## config.mk

```make
export PLATFORM = sky130hd
export DESIGN_NAME = uart_packet_parser
export DESIGN_NICKNAME = d
export VERILOG_FILES = /design/src/rtl/uart_packet_parser.sv
export SDC_FILE = /design/constraint.sdc
export NUM_CORES = 1
export LEC_CHECK = 0
export ABC_CLOCK_PERIOD_IN_PS = 5800
export BUFFER_PORTS_ARGS = -buffer_cell sky130_fd_sc_hd__buf_2
export CELL_PAD_IN_SITES_DETAIL_PLACEMENT = 0
export CELL_PAD_IN_SITES_GLOBAL_PLACEMENT = 1
export CORE_ASPECT_RATIO = 2
export CORE_MARGIN = 8
export CORE_UTILIZATION = 44
export CTS_BUF_LIST = sky130_fd_sc_hd__clkbuf_8
export CTS_CLUSTER_SIZE = 14
export DETAILED_ROUTE_END_ITERATION = 6
export GPL_TIMING_DRIVEN = 0
export HOLD_SLACK_MARGIN = 0.15
export PLACE_DENSITY = 0.83
export SLEW_MARGIN = 20
export SYNTH_ARGS = -nofsm -noshare
export SYNTH_HDL_FRONTEND = slang
export SYNTH_SLANG_ARGS = --single-unit
```

## constraint.sdc

```tcl
create_clock -name clk_i -period 5.8 [get_ports clk_i]
set_clock_uncertainty 0.1 [all_clocks]
set_input_delay 1.74 -clock clk_i [delete_from_list [all_inputs] [get_ports clk_i]]
set_output_delay 1.74 -clock clk_i [all_outputs]
set_load 0.01 [all_outputs]
```

## src/rtl/uart_packet_parser.sv

```systemverilog
// Splits a ready/valid byte stream from the UART receiver into packets.
// Each packet is: opcode, reserved, len LSB, len MSB, then (len-4) payload bytes.
// The header goes out on its own channel. Payload bytes pass straight through
// with a last marker. Bad opcodes and bad lengths raise a one-cycle error and
// their bytes are discarded.
module uart_packet_parser #(
  parameter logic [7:0]  OP_ECHO_P = 8'hEC,
  parameter logic [7:0]  OP_ADD_P  = 8'hAD,
  parameter logic [7:0]  OP_MUL_P  = 8'h88,
  parameter logic [7:0]  OP_DIV_P  = 8'hD1,
  parameter logic [15:0] MAX_LEN_P = 16'd260
) (
  input  logic        clk_i,
  input  logic        reset_i,
  input  logic [7:0]  rx_data_i,
  input  logic        rx_valid_i,
  output logic        rx_ready_o,
  output logic        hdr_valid_o,
  input  logic        hdr_ready_i,
  output logic [7:0]  opcode_o,
  output logic [15:0] length_o,
  output logic [7:0]  data_o,
  output logic        data_valid_o,
  output logic        data_last_o,
  input  logic        data_ready_i,
  output logic        error_o
);

  typedef enum logic [2:0] {
    ST_OPCODE,
    ST_RSVD,
    ST_LEN_LSB,
    ST_LEN_MSB,
    ST_HDR,
    ST_PAYLOAD,
    ST_DROP
  } state_t;

  state_t      state_q, state_d;
  logic [7:0]  opcode_q, opcode_d;
  logic [15:0] length_q, length_d;
  logic [15:0] remaining_q, remaining_d;
  logic        error_q, error_d;

  logic        rx_xfer;
  logic [15:0] len_full;
  logic        len_short;
  logic        len_bad;
  logic        op_known;

  // The full length is assembled from the MSB byte now on the bus and the
  // LSB byte captured one transfer earlier.
  assign len_full  = {rx_data_i, length_q[7:0]};
  assign len_short = (len_full < 16'd4);
  assign len_bad   = len_short || (len_full > MAX_LEN_P);
  assign op_known  = (opcode_q == OP_ECHO_P) || (opcode_q == OP_ADD_P) ||
                     (opcode_q == OP_MUL_P)  || (opcode_q == OP_DIV_P);

  assign rx_xfer     = rx_valid_i & rx_ready_o;
  assign hdr_valid_o = (state_q == ST_HDR);
  assign opcode_o    = opcode_q;
  assign length_o    = length_q;
  assign error_o     = error_q;
  assign data_o      = rx_data_i;

  // Receiver backpressure: header bytes and dropped bytes are always taken,
  // the header hold stalls the stream, and payload follows the consumer.
  always_comb begin
    rx_ready_o = 1'b0;
    case (state_q)
      ST_OPCODE, ST_RSVD, ST_LEN_LSB, ST_LEN_MSB, ST_DROP: rx_ready_o = 1'b1;
      ST_PAYLOAD: rx_ready_o = data_ready_i;
      default:    rx_ready_o = 1'b0;
    endcase
  end

  // Next-state, field capture, remaining-byte count and payload outputs.
  always_comb begin
    state_d      = state_q;
    opcode_d     = opcode_q;
    length_d     = length_q;
    remaining_d  = remaining_q;
    error_d      = 1'b0;
    data_valid_o = 1'b0;
    data_last_o  = 1'b0;
    case (state_q)
      ST_OPCODE: begin
        if (rx_xfer) begin
          opcode_d = rx_data_i;
          state_d  = ST_RSVD;
        end
      end
      ST_RSVD: begin
        if (rx_xfer) state_d = ST_LEN_LSB;
      end
      ST_LEN_LSB: begin
        if (rx_xfer) begin
          length_d = {length_q[15:8], rx_data_i};
          state_d  = ST_LEN_MSB;
        end
      end
      ST_LEN_MSB: begin
        if (rx_xfer) begin
          length_d    = len_full;
          remaining_d = len_short ? 16'd0 : (len_full - 16'd4);
          if (len_bad) begin
            error_d = 1'b1;
            state_d = len_short ? ST_OPCODE : ST_DROP;
          end else if (!op_known) begin
            error_d = 1'b1;
            state_d = (len_full == 16'd4) ? ST_OPCODE : ST_DROP;
          end else begin
            state_d = ST_HDR;
          end
        end
      end
      ST_HDR: begin
        if (hdr_ready_i) state_d = (remaining_q != 16'd0) ? ST_PAYLOAD : ST_OPCODE;
      end
      ST_PAYLOAD: begin
        data_valid_o = rx_valid_i;
        data_last_o  = rx_valid_i && (remaining_q == 16'd1);
        if (rx_xfer) begin
          remaining_d = remaining_q - 16'd1;
          if (remaining_q == 16'd1) state_d = ST_OPCODE;
        end
      end
      ST_DROP: begin
        if (rx_xfer) begin
          remaining_d = remaining_q - 16'd1;
          if (remaining_q == 16'd1) state_d = ST_OPCODE;
        end
      end
      default: state_d = ST_OPCODE;
    endcase
  end

  // State and field registers; reset abandons any partial packet.
  always_ff @(posedge clk_i) begin
    if (reset_i) begin
      state_q     <= ST_OPCODE;
      opcode_q    <= 8'd0;
      length_q    <= 16'd0;
      remaining_q <= 16'd0;
      error_q     <= 1'b0;
    end else begin
      state_q     <= state_d;
      opcode_q    <= opcode_d;
      length_q    <= length_d;
      remaining_q <= remaining_d;
      error_q     <= error_d;
    end
  end

endmodule

```

Word level (Yosys, flattened, before mapping) --
Index checks and enable logic that the tools add are counted. Widths: inputs -> output; s select.
Storage, ports and cells: bits in registers 44, input port bits 13, output and inout bits 37, logic and storage cells 74
Operators by class: add/subtract/negate cells 2, order comparisons 2, equality and inequality tests 19, muxes and demuxes 25, bitwise gates (word level) 4, reductions and logical operators 16
Operator list (number):
- $mux 16 | 4
- $pmux 16 s2 | 2
- $mux 3 | 12
- $eq 8x8->1 const B | 4
- $pmux 3 s6 | 1
- $eq 16x1->1 const B | 1
- $eq 16x3->1 const B | 1
- $gt 16x9->1 const B | 1
- $lt 16x3->1 const B | 1
- $reduce_bool 16->1 | 1
- $sub 16x1->16 const B | 1
- $sub 16x3->16 const B | 1
- $eq 3x3->1 const B | 3
- $reduce_and 3->1 | 3
- $mux 8 | 1
- $ne 2x2->1 const B | 4
- $reduce_and 7->1 | 1
- $eq 3x2->1 const B | 2
- $ne 2x1->1 const B | 3
- $reduce_or 5->1 | 1
- $logic_or 1x1->1 | 4
- $mux 1 | 4
- $eq 3x1->1 const B | 1
- $logic_not 3->1 | 1
- 8 further kinds | 10

Logic depth before layout (Yosys ltp) --
Gate-level depths: netlist of run 1.
depth after elaboration 8, mapped depth 8, gate-level depth less buffers 8

Least setup slack after synthesis of run 1 --
Ideal clock, no wire load.
path type input-to-output, start point input data_ready_i, end point output rx_ready_o, arrival 2136 ps, required time 3960 ps, path slack 1824 ps, stages 2, buffers on the path 0, cell sequence nand2_1 -> o211ai_1
On the way: word-level cells in the longest chain between the ends 1
RTL lines:
- start: declaration | line 25 | input logic data_ready_i,
- $pmux 1 s2 | line 70 | case (state_q)
- end: declaration | line 17 | output logic rx_ready_o,
Every way passes these cells.

Final worst setup path of run 1 --
Ends and elaborated chain as after synthesis.

==> results of run 1 <==
==> cell type report <==
type	count	area [sq um]	share of cell area
clock inverters	2	8.76	0.00299
flip-flops and latches	44	881	0.301
clock buffers	5	68.8	0.0235
inverters	12	45.0	0.0154
well taps	61	76.3	0.0260
multi-input cells	252	1500	0.511
repair buffers	45	225	0.0769
plain buffers	25	128	0.0436
==> flip-flops by register name, indices dropped and copies added, names as in the netlist <==
signal	count
opcode_o	8
state_q	3
remaining_q	16
length_o	16
error_o	1
==> cells in the mapped netlist, types with 3 or more instances <==
cell type | number | area [sq um]
dfxtp_1 | 44 | 881
a31oi_1 | 5 | 31.3
nor4_1 | 7 | 43.8
a21oi_1 | 24 | 120
o32ai_1 | 3 | 26.3
nor2_1 | 31 | 116
xor2_1 | 5 | 43.8
mux2i_1 | 9 | 90.1
ha_1 | 5 | 62.6
buf_4 | 8 | 60.1
nand3_1 | 5 | 25.0
xnor2_1 | 8 | 70.1
o21a_1 | 3 | 22.5
o22ai_1 | 3 | 18.8
buf_2 | 3 | 15.0
nor3_1 | 10 | 50.1
nand2_1 | 57 | 214
nor3b_1 | 5 | 37.5
a22oi_1 | 6 | 45.0
o211ai_1 | 4 | 30.0
clkbuf_1 | 13 | 48.8
o21ai_0 | 22 | 110
inv_1 | 12 | 45.0
nand2b_1 | 5 | 31.3
a21o_1 | 3 | 22.5
==> cells in the final DEF, fill, tap and decap left out, types with 6 or more instances in the layout <==
master,netlist,final
nand2_1,57,57
buf_2,3,48
dfxtp_1,44,44
nor2_1,31,31
a21oi_1,24,24
o21ai_0,22,22
inv_1,12,13
clkbuf_1,13,13
nor3_1,10,10
mux2i_1,9,9
xnor2_1,8,8
buf_4,8,8
nor4_1,7,7
a22oi_1,6,6
==> worst max-delay path, stage by stage <==
cell      delay [ns]
buf_2           0.07
nand2_1         0.06
o211ai_1        0.34
buf_2           0.21
==> cells by family (layout without fill, tap and decap cells) <==
group                      count (synthesis)  after routing
and+or+nand+nor                          142            142
buffers and inverters                     37             89
AOI/OAI and AO/OA                         82             82
xor gates and xnor gates                  13             13
muxes                                      9              9
adders and majority gates                  6              6
DFF                                       44             44
==> final timing paths <==
kind                              startpoint        endpoint
worst max-delay path            data_ready_i      rx_ready_o
worst min-delay path            length_o[13]    length_o[13]
worst max register to register   length_o[4]  remaining_q[2]
worst min register to register  length_o[13]    length_o[13]
==> routing by layer <==
metal,global-route usage,vias to the layer above,share of wire
li1,-,1268,-
met1,0.162,1194,0.38
met2,0.337,45,0.56
met3,0.0359,15,0.027
met4,0.0961,0,0.039
met5,0,-,0
==> metrics by stage <==
| step | utilization | cell area [sq um] | total power [mW] |
|---|---|---|---|
| after global placement | 0.504 | 2850 | 0.426 |
| final | 0.518 | 2930 | 0.603 |
| after detailed placement | 0.504 | 2850 | 0.428 |
| after CTS | 0.518 | 2930 | 0.612 |
| after global routing | 0.518 | 2930 | 0.632 |
| after floorplan | - | 2550 | 0.393 |
==> report_power, final <==
part	internal (mW)	switching [mW]
combinational	0.0399	0.0618
sequential	0.310	0.00878
clock	0.0802	0.102
==> results.py, run 1 <==
metrics = {
    "finish": {
        "syn2layout_area_growth_pct": 14.9,
        "antenna_cells": 0,
        "fin_cells": 446,
        "fillCellCount": 625,
        "final_nets": 403,
        "final_layout_size_suffix_gt1_frac": 0.190,
    },
    "global_route": {
        "grtUsageTotal": 0.173,
        "grt_max_degree": 13,
        "grt_overflow": 0,
        "grt_pass1_vias": 2490,
        "antenna_found_initial": 0,
        "grt_pass1_wl_um": 12000,
    },
    "logic_synthesis": {
        "syn_avg_cell_area_sq_um": 7.66,
        "yosys_warnings": 0,
        "synthAdderAreaFrac": 0.0284,
        "ys_types": 51,
        "syn_nets": 351,
        "synthCells": 333,
        "synth-seq-cells": 44,
        "async_reset_ff_frac": 0,
        "synth_compound_area_frac": 0.198,
        "synth-edff-count": 0,
        "synth-seq-area-share": 0.345,
        "yosys.area_share.simple": 0.281,
        "synth_top_family_by_area": "simple AND/OR/NAND/NOR gates",
        "synthMuxAreaShare": 0.0353,
        "synth_top_flop_cell": "dfxtp_1",
        "syn_area_sq_mm": 0.00255,
        "synth_xor_area_frac": 0.0446,
    },
    "setup_path": {
        "worst-setup-path-type": "input pin to primary output",
        "critPathLaunchType": "input pin",
        "rr_worst_depth": 7,
        "critPathCaptureType": "primary output",
        "crit_fanout": 4,
        "cp.required_ns": 3.96,
        "r2r_slack_ns": 3.48,
        "cp_data_arrival_time_ns": 2.42,
    },
    "detailed_routing": {
        "vias_per_cell": 5.65,
        "drc_errors": 0,
        "final_antenna_net_count": 0,
        "drtPass1Iterations": 4,
        "wl_per_cell_um": 17.0,
        "drt_iter0_markers": 189,
        "finalWirelength_um": 7580,
        "dr_total_vias": 2522,
    },
    "cts": {
        "postCtsHoldBufs": 0,
        "clock-root-buffer": "clkbuf_8",
        "path_clk_slew_ns": 0.08,
        "htreeDepth": 2,
        "clk_path_buf_depth": 2,
        "numCtsBuffers": 5,
        "cts_sinks": 44,
        "post_cts_buffers": 0,
        "cts_resized": 0,
        "clk_latency_ns": 0.30,
        "cts_tree": "built",
    },
    "outcome": {
        "outcome": "complete, no violations",
    },
    "sta": {
        "finalCriticalPeriod_ns": 4.26,
        "fmax_ghz": 0.235,
        "relSlewSlack": 0.353,
        "fin_hold_ws_ns": 0.358,
        "finalHoldViolCount": 0,
        "tns_ns": 0,
        "tightest_slew_ns": 0.967,
        "grt_setup_unrepaired": "false",
        "fin_crit_sh": 0.734,
        "slew_violations": 0,
        "setup_ws_ns": 1.54,
        "setup_violations": 0,
    },
    "place": {
        "gp_congestion": 0.837,
        "place_ws_ns": 1.55,
        "portBuffers": 45,
        "hpwl_um": 5960,
        "place_inst": 439,
    },
    "floorplan": {
        "dieWidth_um": 69.8,
        "ios": 50,
        "start_util": 0.451,
        "rows": 39,
        "core_sq_mm": 0.00566,
        "die-area_sq_mm": 0.00864,
        "die_height_um": 124,
    },
    "power_and_ir_drop": {
        "power_density_mw_per_mm2": 206,
        "ir_drop_uv": 197,
        "p_leak_nw": 1.18,
    },
    "flow_run": {
        "maxCapViolCount": 0,
    },
    "min_path": {
        "hold_path_class": "register to register",
        "hold_path_depth": 2,
    },
}
Note: power is estimated with default switching activity, not from simulation.
==> run 2: changes to the inputs <==
--- a/config.mk
+++ b/config.mk
@@ -5,19 +5,20 @@
 export SDC_FILE = /design/constraint.sdc
 export NUM_CORES = 1
 export LEC_CHECK = 0
-export ABC_CLOCK_PERIOD_IN_PS = 5800
+export ABC_AREA = 1
+export ABC_CLOCK_PERIOD_IN_PS = 4400
 export BUFFER_PORTS_ARGS = -buffer_cell sky130_fd_sc_hd__buf_2
 export CELL_PAD_IN_SITES_DETAIL_PLACEMENT = 0
 export CELL_PAD_IN_SITES_GLOBAL_PLACEMENT = 1
 export CORE_ASPECT_RATIO = 2
 export CORE_MARGIN = 8
-export CORE_UTILIZATION = 44
+export CORE_UTILIZATION = 40
 export CTS_BUF_LIST = sky130_fd_sc_hd__clkbuf_8
 export CTS_CLUSTER_SIZE = 14
 export DETAILED_ROUTE_END_ITERATION = 6
 export GPL_TIMING_DRIVEN = 0
 export HOLD_SLACK_MARGIN = 0.15
-export PLACE_DENSITY = 0.83
+export PLACE_DENSITY = 0.79
 export SLEW_MARGIN = 20
 export SYNTH_ARGS = -nofsm -noshare
 export SYNTH_HDL_FRONTEND = slang
==> constraint.sdc (replaced) <==
create_clock -name clk_i -period 4.4 [get_ports clk_i]
set_clock_uncertainty 0.1 [all_clocks]
set_input_delay 1.32 -clock clk_i [delete_from_list [all_inputs] [get_ports clk_i]]
set_output_delay 1.32 -clock clk_i [all_outputs]
set_load 0.01 [all_outputs]
==> run 2 against run 1 <==
Wire length rose by 17%. Die area increased by 18%. Flip-flop and latch count unchanged. Via count grew 18%. Utilization shrank 3.9 points. Non-clock buffer count decreased by 3. Cell count is 34% higher. Synthesized area increased by 11%. Synthesized cell count up 36%. First-iteration DRC count shrank 19%. Largest cell class unchanged.
==> results.py, run 2 <==
metrics = {
    "setup_path": {
        "cp_cell_sequence": "nor2_1, nand2_1, nor2_1, nand3_1, nor3_1, buf_2",
        "r2r-start": "length_o[2]",
        "r2r_slack_ns": 2.28,
        "worst-path-buf-inv": 1,
        "crit_fanout": 6,
        "worst-setup-path-type": "register to primary output",
        "critical_path_depth": 6,
        "startpoint": "remaining_q[8]",
        "cp.required_ns": 2.98,
        "cpMaxStageDelayCell": "dfxtp_1",
        "critPathLaunchType": "register",
        "critPathCaptureType": "primary output",
        "rr_worst_depth": 12,
        "cp_common_cell": "nor2_1",
        "worstSetupEndpoint": "data_last_o",
        "reg2reg_to": "remaining_q[10]",
        "path_delay_family": "simple AND/OR/NAND/NOR gates",
        "cp_data_arrival_time_ns": 1.82,
        "cpPeakStageDelay_ns": 0.35,
    },
    "cts": {
        "path_clk_slew_ns": 0.09,
        "clk_latency_ns": 0.32,
        "clk_path_buf_depth": 2,
        "htreeDepth": 2,
        "cts_sinks": 44,
        "cts_tree": "built",
        "postCtsHoldBufs": 0,
        "post_cts_buffers": 0,
        "cts_resized": 0,
        "numCtsBuffers": 5,
        "clock-root-buffer": "clkbuf_8",
    },
    "finish": {
        "final_area_sq_mm": 0.00329,
        "post-route-util": 0.478,
        "layout_common_cells": "nand2_1, nor2_1, buf_2",
        "mostFrequentLayoutCell": "nand2_1",
        "final_layout_size_suffix_gt1_frac": 0.181,
        "antenna_cells": 0,
        "final_nets": 525,
        "syn2layout_area_growth_pct": 16.2,
        "fin_cells": 598,
    },
    "detailed_routing": {
        "wl_per_cell_um": 14.8,
        "finalWirelength_um": 8860,
        "drtPass1Iterations": 5,
        "drc_errors": 0,
        "drt_iter0_markers": 153,
        "final_antenna_net_count": 0,
        "vias_per_cell": 4.98,
        "dr_total_vias": 2980,
    },
    "floorplan": {
        "rows": 43,
        "dieWidth_um": 75.5,
        "die-area_sq_mm": 0.0102,
        "core_sq_mm": 0.00689,
        "start_util": 0.412,
        "ios": 50,
        "die_height_um": 135,
    },
    "logic_synthesis": {
        "syn_area_sq_mm": 0.00283,
        "async_reset_ff_frac": 0,
        "synth-seq-area-share": 0.311,
        "synth_top_flop_cell": "dfxtp_1",
        "yosys_warnings": 0,
        "synthTopCellsByArea": "dfxtp_1, nand2_1, nor2_1",
        "synth-edff-count": 0,
        "syn_nets": 471,
        "yosysMostFrequentCell": "nand2_1",
        "syn_avg_cell_area_sq_um": 6.26,
        "ys_types": 32,
        "yosysTopAreaCell": "dfxtp_1",
        "synth.top_cell.area_share": 0.311,
        "synthCells": 453,
        "synth-seq-cells": 44,
        "synthTopCellsByCount": "nand2_1, nor2_1, inv_1",
    },
    "sta": {
        "setup_violations": 0,
        "finalHoldViolCount": 0,
        "finalCriticalPeriod_ns": 3.24,
        "fmax_ghz": 0.308,
        "fin_hold_ws_ns": 0.363,
        "slew_violations": 0,
        "tightest_slew_ns": 0.722,
        "fin_crit_sh": 0.737,
        "grt_setup_unrepaired": "false",
        "relSlewSlack": 0.518,
        "tns_ns": 0,
    },
    "place": {
        "gp_congestion": 0.856,
        "hpwl_um": 6930,
        "place_inst": 590,
        "dpl_cell_area_sq_mm": 0.00318,
        "portBuffers": 47,
    },
    "global_route": {
        "grtUsageTotal": 0.185,
        "grt_overflow": 0,
        "antenna_found_initial": 0,
        "grt_max_degree": 15,
        "grt_pass1_vias": 2990,
        "grt_pass1_wl_um": 14300,
    },
    "min_path": {
        "hold_path_depth": 2,
        "hold_path_class": "register to register",
    },
    "power_and_ir_drop": {
        "p_leak_nw": 1.60,
        "power_density_mw_per_mm2": 289,
        "ir_drop_uv": 248,
    },
    "outcome": {
        "outcome": "complete, no violations",
    },
    "flow_run": {
        "maxCapViolCount": 0,
    },
}
## run 2: cell count changes after synthesis, sizes merged, moves of 6 or more
cell    delta
a22oi      -6
nand2     +57
nor3       -6
nor4      -10
o21ai     +17
nor3b      -6
mux2i      -9
nand3     +30
nor2      +40
inv       +45
clkbuf     -7
a21oi     +10
## run 2: logic make-up after synthesis
group	synth area share
simple gates	0.341
compound gates	0.169
buf+inv	0.124
flops	0.311
xor+xnor	0.0340
fa+ha+maj	0.0221
## run 2: report_power, final
part,switching [mW],internal [mW]
Clock,0.153,0.168
Combinational,0.132,0.0678
Sequential,0.0152,0.414
Total,0.301,0.650
## run 2: per-layer routing
| layer | track usage | vias up | wire (um) |
|---|---|---|---|
| li1 | - | 1547 | - |
| met1 | 0.180 | 1366 | 3380 |
| met2 | 0.355 | 59 | 4960 |
| met3 | 0.0312 | 8 | 323 |
| met4 | 0.0754 | 0 | 198 |
| met5 | 0 | - | 0 |
## run 2: final cells by class
cell class                 count  area, sq um
inverter                      57          219
tap                           90          113
buffer                        20          131
fill                         819         3590
clock buffer                   5         68.8
sequential                    44          881
multi-input combinational    332         1600
clock inverter                 3         42.5
timing repair buffer          47          235
## run 2: worst min-delay path by stage
stage / startpoint / endpoint / slack, ns
after global placement: length_o[11] / length_o[11] / 0.35
after floorplan: remaining_q[3] / remaining_q[3] / 0.35
after detailed placement: length_o[13] / length_o[13] / 0.35
after global routing: length_o[10] / length_o[10] / 0.39
after CTS: length_o[13] / length_o[13] / 0.37
final: length_o[13] / length_o[13] / 0.36
## run 2: metrics by stage
step / total power [mW] / setup slack, ns
detailed placement: 0.639 / 1.18
global placement: 0.637 / 1.19
global route: 1.00 / 0.981
floorplan: 0.572 / 1.31
finish: 0.951 / 1.16
CTS: 0.961 / 1.15
## run 2: worst register-to-register path, delay by kind of cell (launching register included)
| kind | cells | cell delay (ns) |
|---|---|---|
| buffers and inverters | 4 | 0.33 |
| adders and majority gates | 1 | 0.25 |
| AOI/OAI and AO/OA | 1 | 0.07 |
| DFF | 1 | 0.36 |
| and+or+nand+nor | 6 | 0.93 |
